File: config.mk
export PLATFORM = sky130hd
export DESIGN_NAME = mig_axi_front_flat
export DESIGN_NICKNAME = d
export VERILOG_FILES = /design/src/rtl/mig_axi_front_pkg.sv /design/src/rtl/mig_axi_front_if.sv /design/src/rtl/mig_axi_front_axi_rr_arb.sv /design/src/rtl/mig_axi_front.sv /design/src/flat_wrapper.sv
export SDC_FILE = /design/constraint.sdc
export NUM_CORES = 1
export LEC_CHECK = 0
export CAP_MARGIN = 20
export CORE_AREA = 5 5 263 265
export DETAILED_ROUTE_END_ITERATION = 12
export DIE_AREA = 0 0 268 270
export PLACE_DENSITY = 0.31
export SYNTH_ARGS = -nofsm -noshare
export SYNTH_HDL_FRONTEND = slang
export SYNTH_SLANG_ARGS = --single-unit
File: constraint.sdc
create_clock -name mclk -period 3.4 [get_ports mclk]
set_input_delay 0.68 -clock mclk [delete_from_list [all_inputs] [get_ports mclk]]
set_output_delay 0.68 -clock mclk [all_outputs]
set_load 0.03 [all_outputs]
File: src/rtl/mig_axi_front_pkg.sv
// Shared constants for the AXI slave front end of the DDR path.
package mig_axi_front_pkg;

  localparam logic [2:0] ST_IDLE    = 3'd0;
  localparam logic [2:0] ST_WR_BEAT = 3'd1;
  localparam logic [2:0] ST_WR_RESP = 3'd2;
  localparam logic [2:0] ST_RD_REQ  = 3'd3;
  localparam logic [2:0] ST_RD_DATA = 3'd4;

  localparam logic [31:0] BEAT_BYTES = 32'd16;
  localparam logic [1:0]  RESP_OKAY  = 2'b00;
  localparam logic        CMD_RD     = 1'b1;
  localparam logic        CMD_WR     = 1'b0;

  // Byte address of beat cnt; wraps at 32 bits with no 4 KB boundary handling.
  function automatic logic [31:0] beat_addr(input logic [31:0] base, input logic [7:0] cnt);
    return base + ({24'd0, cnt} * BEAT_BYTES);
  endfunction

endpackage

File: src/rtl/mig_axi_front_if.sv
// AXI4 channel bundle between the system interconnect (master) and the DDR front end (slave).
interface mig_axi_front_if #(parameter int ID_W = 4);

  logic [ID_W-1:0] awid;
  logic [31:0]     awaddr;
  logic [7:0]      awlen;
  logic            awvalid;
  logic            awready;
  logic [127:0]    wdata;
  logic [15:0]     wstrb;
  logic            wlast;
  logic            wvalid;
  logic            wready;
  logic [ID_W-1:0] bid;
  logic [1:0]      bresp;
  logic            bvalid;
  logic            bready;
  logic [ID_W-1:0] arid;
  logic [31:0]     araddr;
  logic [7:0]      arlen;
  logic            arvalid;
  logic            arready;
  logic [ID_W-1:0] rid;
  logic [127:0]    rdata;
  logic [1:0]      rresp;
  logic            rlast;
  logic            rvalid;
  logic            rready;

  modport master (
    output awid, awaddr, awlen, awvalid, wdata, wstrb, wlast, wvalid, bready,
           arid, araddr, arlen, arvalid, rready,
    input  awready, wready, bid, bresp, bvalid, arready, rid, rdata, rresp, rlast, rvalid
  );

  modport slave (
    input  awid, awaddr, awlen, awvalid, wdata, wstrb, wlast, wvalid, bready,
           arid, araddr, arlen, arvalid, rready,
    output awready, wready, bid, bresp, bvalid, arready, rid, rdata, rresp, rlast, rvalid
  );

endinterface

File: src/rtl/mig_axi_front_axi_rr_arb.sv
// Two-requester round-robin between AXI writes and reads; a tie goes to the type not granted last.
module axi_rr_arb (
  input  logic clk,
  input  logic rst_n,
  input  logic req_wr,
  input  logic req_rd,
  input  logic en,
  output logic gnt_wr,
  output logic gnt_rd
);

  logic last_rd_q, last_rd_d;

  always_comb begin
    gnt_wr    = en & req_wr & (~req_rd | last_rd_q);
    gnt_rd    = en & req_rd & ~gnt_wr;
    last_rd_d = last_rd_q;
    if (gnt_wr)      last_rd_d = 1'b0;
    else if (gnt_rd) last_rd_d = 1'b1;
  end

  // Flag starts as "read" so the very first tie is won by the write.
  always_ff @(posedge clk or negedge rst_n) begin
    if (!rst_n) last_rd_q <= 1'b1;
    else        last_rd_q <= last_rd_d;
  end

endmodule

File: src/rtl/mig_axi_front.sv
// AXI4 slave front end: serialises one burst at a time into per-beat req/wdq pushes and drains rdq onto R.
module mig_axi_front
  import mig_axi_front_pkg::*;
#(
  parameter int ID_W = 4
) (
  input  logic                 mclk,
  input  logic                 mrst_n,
  mig_axi_front_if.slave       axi,
  output logic                 req_wen,
  input  logic                 req_wfull,
  output logic [31:0]          req_waddr,
  output logic                 req_wrd_bwt,
  output logic                 wdq_wen,
  input  logic                 wdq_wfull,
  output logic [127:0]         wdq_wdata,
  output logic                 rdq_rnext,
  input  logic                 rdq_rqempty,
  input  logic [127:0]         rdq_rdata
);

  logic [2:0]      state_q, state_d;
  logic [ID_W-1:0] id_q, id_d;
  logic [7:0]      len_q, len_d;
  logic [31:0]     base_q, base_d;
  logic [7:0]      cnt_q, cnt_d;
  logic [7:0]      rcnt_q, rcnt_d;
  logic            rdone_q, rdone_d;
  logic            gnt_wr, gnt_rd;
  logic            r_last_hs;
  logic            unused_inputs;

  assign unused_inputs = ^{axi.wstrb, axi.wlast, axi.awaddr[3:0], axi.araddr[3:0]};

  axi_rr_arb u_arb (
    .clk    (mclk),
    .rst_n  (mrst_n),
    .req_wr (axi.awvalid),
    .req_rd (axi.arvalid),
    .en     (state_q == ST_IDLE),
    .gnt_wr (gnt_wr),
    .gnt_rd (gnt_rd)
  );

  always_comb begin
    state_d     = state_q;
    id_d        = id_q;
    len_d       = len_q;
    base_d      = base_q;
    cnt_d       = cnt_q;
    rcnt_d      = rcnt_q;
    rdone_d     = rdone_q;
    axi.awready = 1'b0;
    axi.arready = 1'b0;
    axi.wready  = 1'b0;
    axi.bvalid  = 1'b0;
    axi.bid     = id_q;
    axi.bresp   = RESP_OKAY;
    axi.rid     = id_q;
    axi.rresp   = RESP_OKAY;
    axi.rvalid  = 1'b0;
    axi.rdata   = '0;
    axi.rlast   = 1'b0;
    rdq_rnext   = 1'b0;
    req_wen     = 1'b0;
    req_waddr   = '0;
    req_wrd_bwt = CMD_WR;
    wdq_wen     = 1'b0;
    wdq_wdata   = '0;

    // The R channel drains rdq concurrently with request pushes; rdone marks a burst fully returned early.
    if (state_q == ST_RD_REQ || state_q == ST_RD_DATA) begin
      axi.rvalid = ~rdq_rqempty & ~rdone_q;
      axi.rdata  = rdq_rdata;
      axi.rlast  = (rcnt_q == len_q);
      rdq_rnext  = axi.rvalid & axi.rready;
      if (rdq_rnext) rcnt_d = rcnt_q + 8'd1;
    end
    r_last_hs = rdq_rnext & axi.rlast;

    case (state_q)
      ST_IDLE: begin
        axi.awready = gnt_wr;
        axi.arready = gnt_rd;
        if (gnt_wr || gnt_rd) begin
          id_d    = gnt_wr ? axi.awid : axi.arid;
          len_d   = gnt_wr ? axi.awlen : axi.arlen;
          base_d  = gnt_wr ? {axi.awaddr[31:4], 4'h0} : {axi.araddr[31:4], 4'h0};
          cnt_d   = 8'd0;
          rcnt_d  = 8'd0;
          rdone_d = 1'b0;
          state_d = gnt_wr ? ST_WR_BEAT : ST_RD_REQ;
        end
      end
      ST_WR_BEAT: begin
        axi.wready = ~req_wfull & ~wdq_wfull;
        if (axi.wvalid && axi.wready) begin
          req_wen     = 1'b1;
          wdq_wen     = 1'b1;
          req_waddr   = beat_addr(base_q, cnt_q);
          req_wrd_bwt = CMD_WR;
          wdq_wdata   = axi.wdata;
          cnt_d       = cnt_q + 8'd1;
          if (cnt_q == len_q) state_d = ST_WR_RESP;
        end
      end
      ST_WR_RESP: begin
        axi.bvalid = 1'b1;
        if (axi.bready) state_d = ST_IDLE;
      end
      ST_RD_REQ: begin
        if (r_last_hs) rdone_d = 1'b1;
        if (!req_wfull) begin
          req_wen     = 1'b1;
          req_waddr   = beat_addr(base_q, cnt_q);
          req_wrd_bwt = CMD_RD;
          cnt_d       = cnt_q + 8'd1;
          if (cnt_q == len_q) state_d = (rdone_q || r_last_hs) ? ST_IDLE : ST_RD_DATA;
        end
      end
      ST_RD_DATA: begin
        if (r_last_hs) state_d = ST_IDLE;
      end
      default: state_d = ST_IDLE;
    endcase
  end

  always_ff @(posedge mclk or negedge mrst_n) begin
    if (!mrst_n) begin
      state_q <= ST_IDLE;
      id_q    <= '0;
      len_q   <= '0;
      base_q  <= '0;
      cnt_q   <= '0;
      rcnt_q  <= '0;
      rdone_q <= 1'b0;
    end else begin
      state_q <= state_d;
      id_q    <= id_d;
      len_q   <= len_d;
      base_q  <= base_d;
      cnt_q   <= cnt_d;
      rcnt_q  <= rcnt_d;
      rdone_q <= rdone_d;
    end
  end

endmodule

File: src/flat_wrapper.sv
// flat-port wrapper written by rule: the top's interface ports become plain ports
module mig_axi_front_flat import mig_axi_front_pkg::*;
#(
  parameter int ID_W = 4
)
  (mclk, mrst_n, req_wen, req_wfull, req_waddr, req_wrd_bwt, wdq_wen, wdq_wfull, wdq_wdata, rdq_rnext, rdq_rqempty, rdq_rdata, axi_awid, axi_awaddr, axi_awlen, axi_awvalid, axi_wdata, axi_wstrb, axi_wlast, axi_wvalid, axi_bready, axi_arid, axi_araddr, axi_arlen, axi_arvalid, axi_rready, axi_awready, axi_wready, axi_bid, axi_bresp, axi_bvalid, axi_arready, axi_rid, axi_rdata, axi_rresp, axi_rlast, axi_rvalid);
  mig_axi_front_if #(.ID_W(ID_W)) axi_i ();
  input  logic mclk;
  input  logic mrst_n;
  output logic req_wen;
  input  logic req_wfull;
  output logic [31:0] req_waddr;
  output logic req_wrd_bwt;
  output logic wdq_wen;
  input  logic wdq_wfull;
  output logic [127:0] wdq_wdata;
  output logic rdq_rnext;
  input  logic rdq_rqempty;
  input  logic [127:0] rdq_rdata;
  input wire logic [$bits(axi_i.awid)-1:0] axi_awid;
  input wire logic [$bits(axi_i.awaddr)-1:0] axi_awaddr;
  input wire logic [$bits(axi_i.awlen)-1:0] axi_awlen;
  input wire logic [$bits(axi_i.awvalid)-1:0] axi_awvalid;
  input wire logic [$bits(axi_i.wdata)-1:0] axi_wdata;
  input wire logic [$bits(axi_i.wstrb)-1:0] axi_wstrb;
  input wire logic [$bits(axi_i.wlast)-1:0] axi_wlast;
  input wire logic [$bits(axi_i.wvalid)-1:0] axi_wvalid;
  input wire logic [$bits(axi_i.bready)-1:0] axi_bready;
  input wire logic [$bits(axi_i.arid)-1:0] axi_arid;
  input wire logic [$bits(axi_i.araddr)-1:0] axi_araddr;
  input wire logic [$bits(axi_i.arlen)-1:0] axi_arlen;
  input wire logic [$bits(axi_i.arvalid)-1:0] axi_arvalid;
  input wire logic [$bits(axi_i.rready)-1:0] axi_rready;
  output wire logic [$bits(axi_i.awready)-1:0] axi_awready;
  output wire logic [$bits(axi_i.wready)-1:0] axi_wready;
  output wire logic [$bits(axi_i.bid)-1:0] axi_bid;
  output wire logic [$bits(axi_i.bresp)-1:0] axi_bresp;
  output wire logic [$bits(axi_i.bvalid)-1:0] axi_bvalid;
  output wire logic [$bits(axi_i.arready)-1:0] axi_arready;
  output wire logic [$bits(axi_i.rid)-1:0] axi_rid;
  output wire logic [$bits(axi_i.rdata)-1:0] axi_rdata;
  output wire logic [$bits(axi_i.rresp)-1:0] axi_rresp;
  output wire logic [$bits(axi_i.rlast)-1:0] axi_rlast;
  output wire logic [$bits(axi_i.rvalid)-1:0] axi_rvalid;
  assign axi_i.awid = axi_awid;
  assign axi_i.awaddr = axi_awaddr;
  assign axi_i.awlen = axi_awlen;
  assign axi_i.awvalid = axi_awvalid;
  assign axi_i.wdata = axi_wdata;
  assign axi_i.wstrb = axi_wstrb;
  assign axi_i.wlast = axi_wlast;
  assign axi_i.wvalid = axi_wvalid;
  assign axi_i.bready = axi_bready;
  assign axi_i.arid = axi_arid;
  assign axi_i.araddr = axi_araddr;
  assign axi_i.arlen = axi_arlen;
  assign axi_i.arvalid = axi_arvalid;
  assign axi_i.rready = axi_rready;
  assign axi_awready = axi_i.awready;
  assign axi_wready = axi_i.wready;
  assign axi_bid = axi_i.bid;
  assign axi_bresp = axi_i.bresp;
  assign axi_bvalid = axi_i.bvalid;
  assign axi_arready = axi_i.arready;
  assign axi_rid = axi_i.rid;
  assign axi_rdata = axi_i.rdata;
  assign axi_rresp = axi_i.rresp;
  assign axi_rlast = axi_i.rlast;
  assign axi_rvalid = axi_i.rvalid;
  mig_axi_front #(.ID_W(ID_W)) u_core (.mclk(mclk), .mrst_n(mrst_n), .axi(axi_i), .req_wen(req_wen), .req_wfull(req_wfull), .req_waddr(req_waddr), .req_wrd_bwt(req_wrd_bwt), .wdq_wen(wdq_wen), .wdq_wfull(wdq_wfull), .wdq_wdata(wdq_wdata), .rdq_rnext(rdq_rnext), .rdq_rqempty(rdq_rqempty), .rdq_rdata(rdq_rdata));
endmodule
# After elaboration in Yosys (flattened, before gate mapping)
# Index checks and enable logic that the tools add are counted.
[totals]
register_bits = 65
latchBits = 0
ramBits = 0
mem_bits_ro = 0
out_inout_bits = 310
word_cells = 96
memories = 0
[op_classes]
add_sub_neg = 3
mul = 0
n_div = 0
order_cmp = 0
eq_ne = 14
n_shift = 0
mux = 44
n_bitwise = 15
n_reduce_logical = 12
[op_table]
columns = ["cell", "count"]
rows = [
  ["128-bit 2-to-1 mux", 3],
  ["32-bit 2-to-1 mux", 3],
  ["8-bit 2-to-1 mux", 8],
  ["32-bit one-hot mux with 2 select lines", 1],
  ["32-bit by 12-bit adder with 32-bit output", 1],
  ["3-bit 2-to-1 mux", 8],
  ["8-bit one-hot mux with 3 select lines", 1],
  ["8-bit by 1-bit adder with 8-bit output (second input constant)", 2],
  ["8-bit == test", 2],
  ["1-bit 2-to-1 mux", 15],
  ["3-bit one-hot mux with 5 select lines", 1],
  ["2-bit by 1-bit inequality test with 1-bit output (second input constant)", 5],
  ["1-bit bitwise AND", 8],
  ["7-bit AND reduction", 1],
  ["3-bit by 2-bit == test with 1-bit output (second input constant)", 2],
  ["2-bit inequality test (second input constant)", 3],
  ["1-bit inverter", 6],
  ["4-bit 2-to-1 mux", 1],
  ["1-bit one-hot mux with 2 select lines", 2],
  ["4-bit AND reduction", 1],
  ["2-bit nonzero test", 2],
  ["3-bit by 1-bit == test with 1-bit output (second input constant)", 1],
  ["3-bit == test (second input constant)", 1],
  ["3-bit logical NOT", 1],
  ["7 further kinds", 9],
]

# Longest topological paths before layout
# Gate-level depths: netlist of the first run.
[depth]
word_depth = 10
ltp_mapped = 8
depth_no_buf = 7

# Cells and area by module
# Synthesis of the first run repeated with hierarchy kept, for this count alone.
[unflattened]
hier_cells = 781
area_unflattened_um2 = 6029.5
[by_module_without_submodules]
columns = ["module", "instances", "cells_per_inst", "area_per_inst_um2", "seq_area_each_um2"]
rows = [
  ["mig_axi_front", 1, 773, 5967.0, 1501.4],
  ["axi_rr_arb", 1, 8, 62.6, 26.3],
]

# Least setup slack after synthesis of the first run
# No wires, ideal clock.
[synth_timing]
path_kind = "input to output"
start = "input port req_wfull"
end = "output port req_waddr[19]"
t_arrival_ns = 2.931
slack_ns = -0.211
path_stages = 7
path_cell_list = "nor3_1 > and2_1 > nor2_1 > inv_1 > clkbuf_1 > nand2_1 > o21ai_0"
[synth_via]
elab_chain_len = 5
word_cells_on_any_way = 6
cone_classes = "mux: 3; bitwise: 2; reduce/logical: 1"
[synth_rtl]
columns = ["item", "line", "text"]
rows = [
  ["start: declaration", "flat_wrapper.sv:11", "input logic req_wfull;"],
  ["1-bit inverter", "mig_axi_front.sv:96", "axi.wready = ~req_wfull & ~wdq_wfull;"],
  ["1-bit bitwise AND", "mig_axi_front.sv:96", ""],
  ["1-bit logical AND", "mig_axi_front.sv:97", "if (axi.wvalid && axi.wready) begin"],
  ["32-bit 2-to-1 mux", "mig_axi_front.sv:97", ""],
  ["32-bit one-hot mux with 2 select lines (*)", "mig_axi_front.sv:81", "case (state_q)"],
  ["end: declaration", "flat_wrapper.sv:12", "output logic [31:0] req_waddr;"],
]
# Mark *: on every way between the ends. The rest lies on a longest branch, timed or not.

# Worst setup path after layout of the first run
[layout_timing]
start = "register u_core.state_q[1]"
end = "output port axi_rdata[70]"
[layout_via]
elab_chain_len = 3
word_cells_on_any_way = 4
cone_classes = "eq/ne: 2; mux: 1; reduce/logical: 1"
[layout_rtl]
columns = ["item", "line", "text"]
rows = [
  ["start: declaration", "mig_axi_front.sv:22", "logic [2:0] state_q, state_d;"],
  ["start signal: assignment", "mig_axi_front.sv:138", "state_q <= state_d;"],
  ["3-bit by 2-bit == test with 1-bit output or 3-bit == test (tied branches)", "mig_axi_front.sv:72", "if (state_q == ST_RD_REQ || state_q == ST_RD_DATA) begin"],
  ["1-bit logical OR (*)", "mig_axi_front.sv:72", ""],
  ["128-bit 2-to-1 mux (*)", "mig_axi_front.sv:72", ""],
  ["end: declaration", "flat_wrapper.sv:41", "output wire logic [$bits(axi_i.rdata)-1:0] axi_rdata;"],
]
# Marks and branches as above.

==> qor.yml, run 1 <==
floorplanning:
  die_w_um: 268
  full_die_area_mm2: 0.0724
  initial_core_util_pct: 9.03
  core_area_mm2: 0.0666
  boundaryPins: 681
  row_count: 95
  fp.dieH_um: 270
status:
  outcome: "finished, final reports clean"
synth:
  leading_register_cell_type_out_of_synthesis: "dfrtp_1"
  yosys.area.top_type: "dfrtp_1"
  ys_seq_elements: 61
  yosysWarningCount: 0
  synth_area_per_cell_um2: 7.58
  syn-instance-count: 793
  synth_enable_flop_cells: 0
  synth_sequential_area_ratio_pct: 25.4
  share_of_flip_flops_with_an_asynchronous_set_or_reset_after_synthesis_pct: 100
  yosys.area.top_type_share_pct: 25.0
  synth.top_cells.by_area: "dfrtp_1, and2_1, and3_1"
  yosys_cell_types: 54
  mappedNetlistArea_mm2: 0.00601
sta:
  worst_pin_slew_ps: 726
  fin_crit_sh_pct: 96.7
  final-hold-violation-count: 0
  slew_violations: 0
  finalWorstSetupSlack_ps: 113
  setup-tns-final_ps: 0
  finalSetupViolations: 0
  fin_worst_skew_ps: 4.15
  worst_slew_margin_rel_pct: 51.6
  fin_worst_hold_slack_ps: 390
  maxClockFrequency_ghz: 0.304
  finalWorstPathRequiredPeriod_ps: 3290
cells_and_area:
  fill_cells: 7286
  area_growth_pct: 151
  finish.net_count: 1799
  final_layout_size_suffix_gt1_share_pct: 18.0
  final_cell_mix: "clkdlybuf4s50_1, and3_1, and2_1"
  most_common_cell_after_layout_fill_and_taps_aside: "clkdlybuf4s50_1"
  multiInputGateArea_mm2: 0.00425
  sequential_cell_area_mm2: 0.00153
global_routing:
  grt_usage_pct: 14.5
  grt_first_pass_wirelength_mm: 74.2
  grt_remaining_overflow: 0
  grt_pass1_vias: 8693
  antenna_violations_before_repair: 33
  grt_max_degree: 129
flow_run:
  drv_cap: 0
setup_path:
  rr_endpoint: "u_core.state_q[2]$_DFFE_PN0P_"
  worst_ep_arrival_time_ps: 2610
  critical_path.n_buffers_inverters: 3
  cp.required_ps: 2720
  crit_slowest_cell: "clkdlybuf4s50_1"
  timing.reg2reg.setup_slack_ps: 880
  cp_top_family: "buffers and inverters"
  path_class: "reg -> out"
  worst-path-max-fanout: 47
  crit_path_end_kind: "output port"
  critical_path.max_stage_delay_ps: 660
  reg2reg_depth: 7
  crit_chain: "or3b_4 > nand2_2 > buf_12 > buf_4 > and2_1 > clkdlybuf4s50_1"
  worstReg2RegStart: "u_core.cnt_q[0]$_DFFE_PN0P_"
  timing.critical_path.from_type: "flop"
detailed_routing:
  average_via_count_per_standard_cell: 3.61
  routed_wire_length_per_instance_um: 24.2
  dr.pass1.iters: 4
  post-route-drc-count: 0
  routed_wirelength_mm: 55.7
  drtAntennaViolNets: 0
  initialDrtViolationCount: 375
  vias: 8309
power:
  vdd_ir_drop_max_uv: 236
  static-leakage-power_nw: 7.58
  total_power_mw: 8.86
  power_per_cell_area_mw_per_mm2: 587
clock_tree:
  clk_pin_slew_ps: 60
  clk_latency_ps: 340
  numCtsBuffers: 9
  cts_root_buffer: "clkbuf_16"
  cts_htree_levels: 3
  clock_tree.buffer_depth: 2
  clock_sink_count: 61
  cts.hold.buffers_added: 0
  tritoncts: "done"
placement:
  dp_hpwl_mm: 49.1
  pre_cts_ws_ps: -3.70
  finalWeightedCongestion: 0.848
  placement.io_buffers: 647
hold_path:
  worst_min_path_class: "in -> async"
[layout make-up]
cell class                 instances  area share (%)
clock inverter                     6           0.630
antenna                            8           0.133
clock buffer                      10            1.52
inverter                          11           0.274
tap                              873            7.24
multi-input combinational        649            28.1
sequential                        61            10.1
timing repair buffer             685            52.0
[worst max-delay path by stage]
stage	end	start	depth (start not counted)	slack [ps]
detailed placement	wdq_wdata[86]	req_wfull	6	-4
global placement	wdq_wdata[76]	req_wfull	6	20
global route	req_waddr[22]	u_core.cnt_q[0]$_DFFE_PN0P_	9	-3
CTS	axi_rdata[22]	u_core.state_q[1]$_DFFE_PN0P_	6	5
finish	axi_rdata[70]	u_core.state_q[1]$_DFFE_PN0P_	6	110
floorplan	req_waddr[19]	req_wfull	7	7
[power by group]
group	internal, mW	switching (mW)	leakage [nW]
Combinational	2.72	3.74	6.64
Sequential	1.01	0.365	0.780
Clock	0.650	0.378	0.158
[metal layers]
metal  vias up  GRT usage [%]  wire, um
met1      3852           14.7     19100
met5         -              0       311
met4        50           1.68       488
li1       4011              -         -
met2       326           27.7     30100
met3        70           6.70      5680
[through the flow]
stage / utilization (%) / area (um^2) / instances
3_3_place_gp: 21.8 / 14500 / 2277
2_1_floorplan: - / 6050 / 800
5_1_grt: 22.7 / 15100 / 2296
6_report: 22.7 / 15100 / 2303
4_1_cts: 22.2 / 14800 / 2293
3_5_place_dp: 21.8 / 14500 / 2277
[cell families after synthesis]
group                    after synthesis  share of synthesized area (%)
AO/OA/AOI/OAI                        135                           13.9
XOR/XNOR                              29                           4.23
adder cells (fa/ha/maj)               11                           2.42
buffers and inverters                 90                           6.71
flip-flops                            61                           25.4
multiplexers                          42                           7.02
other                                  1                         0.0624
AND/OR/NAND/NOR                      424                           40.2
[flip-flops by register name, indices dropped and copies added (netlist names)]
name                    flops
u_core.u_arb.last_rd_q      1
u_core.rdone_q              1
u_core.cnt_q                8
u_core.len_q                8
u_core.state_q              3
u_core.axi.bid              4
u_core.base_q              28
u_core.rcnt_q               8
[worst register-to-register path: stages, from the launching register on]
cell      delay [ps]
dfrtp_1          410
buf_4            140
buf_4            150
xor2_1           140
nor4_1           500
a21boi_0         280
or4b_2           660
a21oi_1          160
[Yosys cell counts, drive strengths merged (6+ instances only)]
| cell type | number |
|---|---|
| nand2 | 69 |
| nor2 | 23 |
| mux2i | 41 |
| a2111o | 8 |
| inv | 11 |
| xor2 | 21 |
| a21oi | 30 |
| and3 | 131 |
| o21ai | 58 |
| nand3 | 17 |
| dfrtp | 60 |
| buf | 21 |
| o31ai | 10 |
| nor3 | 12 |
| ha | 10 |
| or4 | 10 |
| xnor2 | 8 |
| nand2b | 6 |
| clkbuf | 58 |
| and2 | 131 |
[timing repair]
action / 4_1_cts / 5_1_grt
pin swaps: 1 / 4
resized for setup: 22 / 82
gates cloned: 0 / 1
endpoints found under the setup margin: 28 / 78
buffers inserted: 0 / 1
No activity file was read; power rests on OpenSTA's default activity.
==> inputs of run 2 (changes only) <==
--- a/config.mk
+++ b/config.mk
@@ -10,6 +10,7 @@
 export DETAILED_ROUTE_END_ITERATION = 12
 export DIE_AREA = 0 0 268 270
 export PLACE_DENSITY = 0.31
+export SETUP_SLACK_MARGIN = 0.3
 export SYNTH_ARGS = -nofsm -noshare
 export SYNTH_HDL_FRONTEND = slang
 export SYNTH_SLANG_ARGS = --single-unit
==> run 2 against run 1 <==
Net effect:
- register-to-register slack better by 30 ps
- cell count increased by 1.3%
- routed wire length grew 5.5%
- worst setup slack improved by 120 ps
- global-route usage increased by 0.96 points
- design area barely moved
- largest cell class unchanged
- sequential share of layout area hardly changed
- worst hold slack better by 120 ps
==> qor.yml, run 2 (synthesis results as in run 1) <==
status:
  outcome: "finished, final reports clean"
global_routing:
  grt_usage_pct: 15.4  # +0.96 points
  antenna_violations_before_repair: 60  # +82%
  grt_remaining_overflow: 0  # unchanged
  grt_pass1_vias: 8796  # +1.2%
  grt_first_pass_wirelength_mm: 77.6  # +4.6%
  grt_max_degree: 129  # unchanged
detailed_routing:
  average_via_count_per_standard_cell: 3.66  # +1.5%
  post-route-drc-count: 0  # unchanged
  dr.pass1.iters: 4  # unchanged
  routed_wire_length_per_instance_um: 25.2  # +4.2%
  initialDrtViolationCount: 313  # -17%
  vias: 8541  # +2.8%
  routed_wirelength_mm: 58.8  # +5.5%
  drtAntennaViolNets: 0  # unchanged
power:
  sequentialPowerShare_pct: 15.4  # about the same
  total_power_mw: 8.85  # about the same
  clk_network_pwr_share_pct: 11.7  # about the same
  p_sw_share_pct: 52.1  # +1.6 points
  vdd_ir_drop_max_uv: 357  # +51%
  p_sw_mw: 4.61  # +3.0%
  power_per_cell_area_mw_per_mm2: 587  # about the same
  internal_power_mw: 4.24  # -3.3%
  power.share.combinational_pct: 72.9  # about the same
  static-leakage-power_nw: 6.97  # -8.0%
setup_path:
  crit_slowest_cell: "or4_4"
  critical_path_depth: 9  # +3
  critical_path.n_buffers_inverters: 2  # -1
  critical_path.max_stage_delay_ps: 530  # -130 ps
  cp_top_family: "compound AO/OA/AOI/OAI gates"
  worst-path-max-fanout: 19  # -60%
  reg2reg_depth: 7  # unchanged
  crit_path_end_kind: "output port"
  worst_ep_arrival_time_ps: 2490  # -120 ps
  cp.required_ps: 2720  # about the same
  timing.critical_path.from_type: "flop"
  crit_chain: "ha_4 > fa_2 > a21oi_2 > o21ai_2 > a21oi_2 > buf_12 > or4_4 > a21oi_4 > buf_12"
  path_class: "reg -> out"
  timing.reg2reg.setup_slack_ps: 910  # +30 ps
clock_tree:
  clk_latency_ps: 360  # +20 ps
  tritoncts: "done"
  numCtsBuffers: 9  # unchanged
  cts_htree_levels: 3  # unchanged
  clock_tree.buffer_depth: 2  # unchanged
  clk_pin_slew_ps: 50  # about the same
  cts_root_buffer: "clkbuf_16"
  cts.hold.buffers_added: 0  # unchanged
  clock_sink_count: 61  # unchanged
cells_and_area:
  final_area_mm2: 0.0151  # about the same
  final_layout_size_suffix_gt1_share_pct: 23.7  # +5.7 points
  register_with_the_highest_flop_count: "u_core.base_q"
  most_common_cell_after_layout_fill_and_taps_aside: "clkdlybuf4s50_1"
  area_growth_pct: 151  # about the same
  final_cell_mix: "clkdlybuf4s50_1, and3_1, and2_1"
  fill_cells: 7359  # +1.0%
  largest_reg_flops: 28  # unchanged
  finish.net_count: 1810  # +0.61%
  finish.utilization_pct: 22.7  # about the same
floorplanning:
  fp.dieH_um: 270  # unchanged
  initial_core_util_pct: 9.03  # unchanged
  die_w_um: 268  # unchanged
  core_area_mm2: 0.0666  # unchanged
  boundaryPins: 681  # unchanged
  row_count: 95  # unchanged
  full_die_area_mm2: 0.0724  # unchanged
sta:
  fin_crit_sh_pct: 93.2  # -3.5 points
  setup-tns-final_ps: 0  # unchanged
  finalSetupViolations: 0  # unchanged
  final-hold-violation-count: 0  # unchanged
  fin_worst_skew_ps: 11.8  # +7.67 ps
  maxClockFrequency_ghz: 0.315  # +3.7%
  worst_pin_slew_ps: 925  # +198 ps
  slew_violations: 0  # unchanged
  setup_repair_after_global_routing_missed_its_margin: "true"
  finalWorstPathRequiredPeriod_ps: 3170  # -117 ps
  worst_slew_margin_rel_pct: 38.3  # -13 points
placement:
  dp_hpwl_mm: 51.3  # +4.5%
  finalWeightedCongestion: 0.832  # -1.9%
  placement.io_buffers: 647  # unchanged
  dpl_cell_area_mm2: 0.0145  # about the same
hold_path:
  worst_min_path_class: "reg -> reg"
  min_path_cells: 2
flow_run:
  drv_cap: 0  # unchanged
run 2: stage by stage:
step           std cells  hold slack, ps  setup WS (ps)
2_1_floorplan        800             384            277
3_5_place_dp        2275             483           40.0
3_3_place_gp        2275             487           65.7
4_1_cts             2305             523            128
6_report            2332             507            230
5_1_grt             2314             569            134
run 2: final timing paths:
kind,end,startpoint
worst max register to register,u_core.state_q[2]$_DFFE_PN0P_,u_core.cnt_q[1]$_DFFE_PN0P_
worst min register to register,u_core.base_q[9]$_DFFE_PN0P_,u_core.base_q[9]$_DFFE_PN0P_
worst max-delay path,req_waddr[16],u_core.cnt_q[0]$_DFFE_PN0P_
max in group asynchronous,u_core.cnt_q[5]$_DFFE_PN0P_,mrst_n
min in group asynchronous,u_core.base_q[23]$_DFFE_PN0P_,mrst_n
worst min-delay path,u_core.base_q[9]$_DFFE_PN0P_,u_core.base_q[9]$_DFFE_PN0P_
run 2: repair_timing:
item / in CTS / in global routing
endpoints found under the setup margin: 224 / 126
setup buffers: 13 / 1
resized for setup: 166 / 79
pin swaps: 21 / 10
cloned: 1 / 0
run 2: cell type report:
| class | instances | area (um^2) | share of cell area [%] |
|---|---|---|---|
| diodes | 26 | 65.1 | 0.431 |
| well taps | 873 | 1090 | 7.24 |
| flip-flops and latches | 61 | 1530 | 10.2 |
| repair buffers | 696 | 7600 | 50.4 |
| clock inverters | 4 | 72.6 | 0.481 |
| inverters | 11 | 41.3 | 0.274 |
| multi-input cells | 649 | 4440 | 29.4 |
| clock buffers | 12 | 246 | 1.63 |
run 2: worst reg2reg max path: stages, from the launching register on:
cell and delay (ps):
dfrtp_1 380, buf_6 130, buf_4 150, xor2_1 140, nor4_1 520, a21boi_0 290, or4b_2 650, a21oi_1 160
run 2: metal layers:
| layer | GRT usage, % | routed length [um] |
|---|---|---|
| met5 | 0 | 219 |
| met4 | 4.17 | 1150 |
| met3 | 8.44 | 7020 |
| met2 | 27.2 | 29700 |
| met1 | 15.8 | 20700 |
run 2: power by group through the flow:
| stage | Sequential [mW] | Clock (mW) | Combinational [mW] |
|---|---|---|---|
| after floorplan | 1.30 | 0 | 3.39 |
| after global placement | 1.36 | 0 | 6.64 |
| after detailed placement | 1.36 | 0 | 6.60 |
| after CTS | 1.38 | 1.09 | 6.55 |
| after global routing | 1.42 | 1.10 | 6.96 |
| final | 1.36 | 1.04 | 6.45 |
==> inputs of run 3 (changes only) <==
--- a/config.mk
+++ b/config.mk
@@ -9,8 +9,10 @@
 export CORE_AREA = 5 5 263 265
 export DETAILED_ROUTE_END_ITERATION = 12
 export DIE_AREA = 0 0 268 270
+export MAX_ROUTING_LAYER = met4
 export PLACE_DENSITY = 0.31
 export SETUP_SLACK_MARGIN = 0.3
+export SLEW_MARGIN = 20
 export SYNTH_ARGS = -nofsm -noshare
 export SYNTH_HDL_FRONTEND = slang
 export SYNTH_SLANG_ARGS = --single-unit
==> run 3 against run 2 <==
Net effect:
- clock skew decreased by 0.90 ps
- combinational power about the same
- die area unchanged
- critical path depth unchanged
- count of clock-buffer cells in the layout unchanged
- total power about the same
- design area increased by 0.22%
- critical endpoint unchanged
- largest power group unchanged
==> qor.yml, run 3 (synthesis results as in run 1) <==
power:
  power_per_cell_area_mw_per_mm2: 585  # -0.27%
  static-leakage-power_nw: 6.97  # about the same
  vdd_ir_drop_max_uv: 356  # -0.29%
clock_tree:
  numCtsBuffers: 9  # unchanged
  cts_root_buffer: "clkbuf_16"
  clk_latency_ps: 360  # about the same
  cts.hold.buffers_added: 0  # unchanged
  clock_sink_count: 61  # unchanged
  tritoncts: "done"
  clock_tree.buffer_depth: 2  # unchanged
  clk_pin_slew_ps: 60  # about the same
  cts_htree_levels: 3  # unchanged
global_routing:
  grt_pass1_vias: 8800  # +0.045%
  grt_max_degree: 129  # unchanged
  grt_remaining_overflow: 0  # unchanged
  grt_usage_pct: 15.9  # +0.46 points
  grt_first_pass_wirelength_mm: 77.5  # about the same
  antenna_violations_before_repair: 63  # +5.0%
cells_and_area:
  largest_reg_flops: 28  # unchanged
  register_with_the_highest_flop_count: "u_core.base_q"
  final_cell_mix: "clkdlybuf4s50_1, and3_1, and2_1"
  final_area_mm2: 0.0151  # +0.22%
  most_common_cell_after_layout_fill_and_taps_aside: "clkdlybuf4s50_1"
  finish.net_count: 1810  # unchanged
  area_growth_pct: 152
  fill_cells: 7347  # -0.16%
  final_cells: 2344  # +0.51%
  final_layout_size_suffix_gt1_share_pct: 23.7  # +0.070 points
flow_run:
  drv_cap: 0  # unchanged
placement:
  dpl.cell_count: 2275  # unchanged
  finalWeightedCongestion: 0.845  # +1.5%
  dpl_cell_area_mm2: 0.0145  # unchanged
  dp_hpwl_mm: 51.3  # unchanged
  placement.io_buffers: 647  # unchanged
floorplanning:
  die_w_um: 268  # unchanged
  initial_core_util_pct: 9.03  # unchanged
  fp.dieH_um: 270  # unchanged
  core_area_mm2: 0.0666  # unchanged
  boundaryPins: 681  # unchanged
  row_count: 95  # unchanged
  full_die_area_mm2: 0.0724  # unchanged
detailed_routing:
  drtAntennaViolNets: 0  # unchanged
  routed_wire_length_per_instance_um: 25.0  # -0.77%
  routed_wirelength_mm: 58.6  # -0.26%
  post-route-drc-count: 0  # unchanged
  dr.pass1.iters: 4  # unchanged
  initialDrtViolationCount: 307  # -1.9%
  average_via_count_per_standard_cell: 3.63  # -0.85%
  vias: 8512  # -0.34%
sta:
  worst_pin_slew_ps: 977  # +51.9 ps
  slew_violations: 0  # unchanged
  worst_slew_margin_rel_pct: 34.9  # -3.5 points
  fin_worst_skew_ps: 10.9  # -0.897 ps
  setup_repair_after_global_routing_missed_its_margin: "true"
  maxClockFrequency_ghz: 0.315  # about the same
  fin_crit_sh_pct: 93.3  # about the same
  final-hold-violation-count: 0  # unchanged
  setup-tns-final_ps: 0  # unchanged
  finalWorstPathRequiredPeriod_ps: 3170  # +0.816 ps
  finalSetupViolations: 0  # unchanged
setup_path:
  critical_path.max_stage_delay_ps: 530  # about the same
  crit_slowest_cell: "or4_4"
  worst_ep_arrival_time_ps: 2490  # about the same
  crit_chain: "ha_4 > fa_2 > a21oi_2 > o21ai_2 > a21oi_2 > buf_12 > or4_4 > a21oi_4 > buf_12"
  cp.required_ps: 2720  # about the same
  worstReg2RegStart: "u_core.cnt_q[1]$_DFFE_PN0P_"
  timing.critical_path.from: "u_core.cnt_q[0]$_DFFE_PN0P_"
  crit_path_end_kind: "output port"
  worst-path-max-fanout: 19  # unchanged
  timing.critical_path.from_type: "flop"
  path_class: "reg -> out"
hold_path:
  worst_min_path_class: "in -> async"
status:
  outcome: "finished, final reports clean"
==> run 3: per-stage QoR <==
stage | setup slack [ps] | power (mW) | util, % | hold WS [ps]
floorplan | 277 | 4.69 | - | 384
global placement | 65.7 | 8.00 | 21.8 | 487
detailed placement | 40.0 | 7.96 | 21.8 | 483
CTS | 128 | 9.01 | 22.6 | 523
global route | 134 | 9.49 | 22.7 | 561
finish | 229 | 8.85 | 22.7 | 455
==> run 3: layout make-up <==
class / count / area, um^2 / share of cell area [%]
antenna: 38 / 95.1 / 0.629
clock buffer: 12 / 246 / 1.63
clock inverter: 4 / 72.6 / 0.480
inverter: 11 / 41.3 / 0.273
multi-input combinational: 649 / 4450 / 29.4
sequential: 61 / 1530 / 10.1
tap: 873 / 1090 / 7.22
timing repair buffer: 696 / 7600 / 50.2
==> run 3: path summary, 6_finish.rpt <==
check                                                 to  slack [ps]  cells past startpoint
setup / recovery                           req_waddr[16]         230                      9
min in group mclk          u_core.axi.bid[1]$_DFFE_PN0P_         510                      2
hold reg to reg            u_core.axi.bid[1]$_DFFE_PN0P_         510                      2
hold / removal             u_core.base_q[23]$_DFFE_PN0P_         450                      2
setup reg to reg           u_core.state_q[2]$_DFFE_PN0P_         880                      7
max in group asynchronous    u_core.cnt_q[5]$_DFFE_PN0P_        2140                      2
==> run 3: power by group <==
| part | internal, mW | total, mW | switching, mW |
|---|---|---|---|
| clock | 0.661 | 1.03 | 0.372 |
| combinational | 2.57 | 6.45 | 3.89 |
| sequential | 1.01 | 1.36 | 0.351 |
==> run 3: worst max-delay path: cells and delay by family (launching register included) <==
| family | cells | cell delay (ps) |
|---|---|---|
| compound gates | 4 | 540 |
| simple gates | 1 | 530 |
| fa+ha+maj | 2 | 390 |
| flops | 1 | 390 |
| buf+inv | 2 | 300 |
==> run 3: what timing repair did <==
action	CTS	global route
endpoints found under the setup margin	224	136
resized for setup	166	83
buffers inserted	13	1
gates cloned	1	0
pin swaps	21	10
==> run 3: per-layer routing <==
layer	vias up	share of wire, %	track usage, %
li1	4085	-	-
met1	3965	36	16.4
met2	390	50	27.1
met3	72	12	7.80
met4	0	2.0	4.17
met5	-	0	-
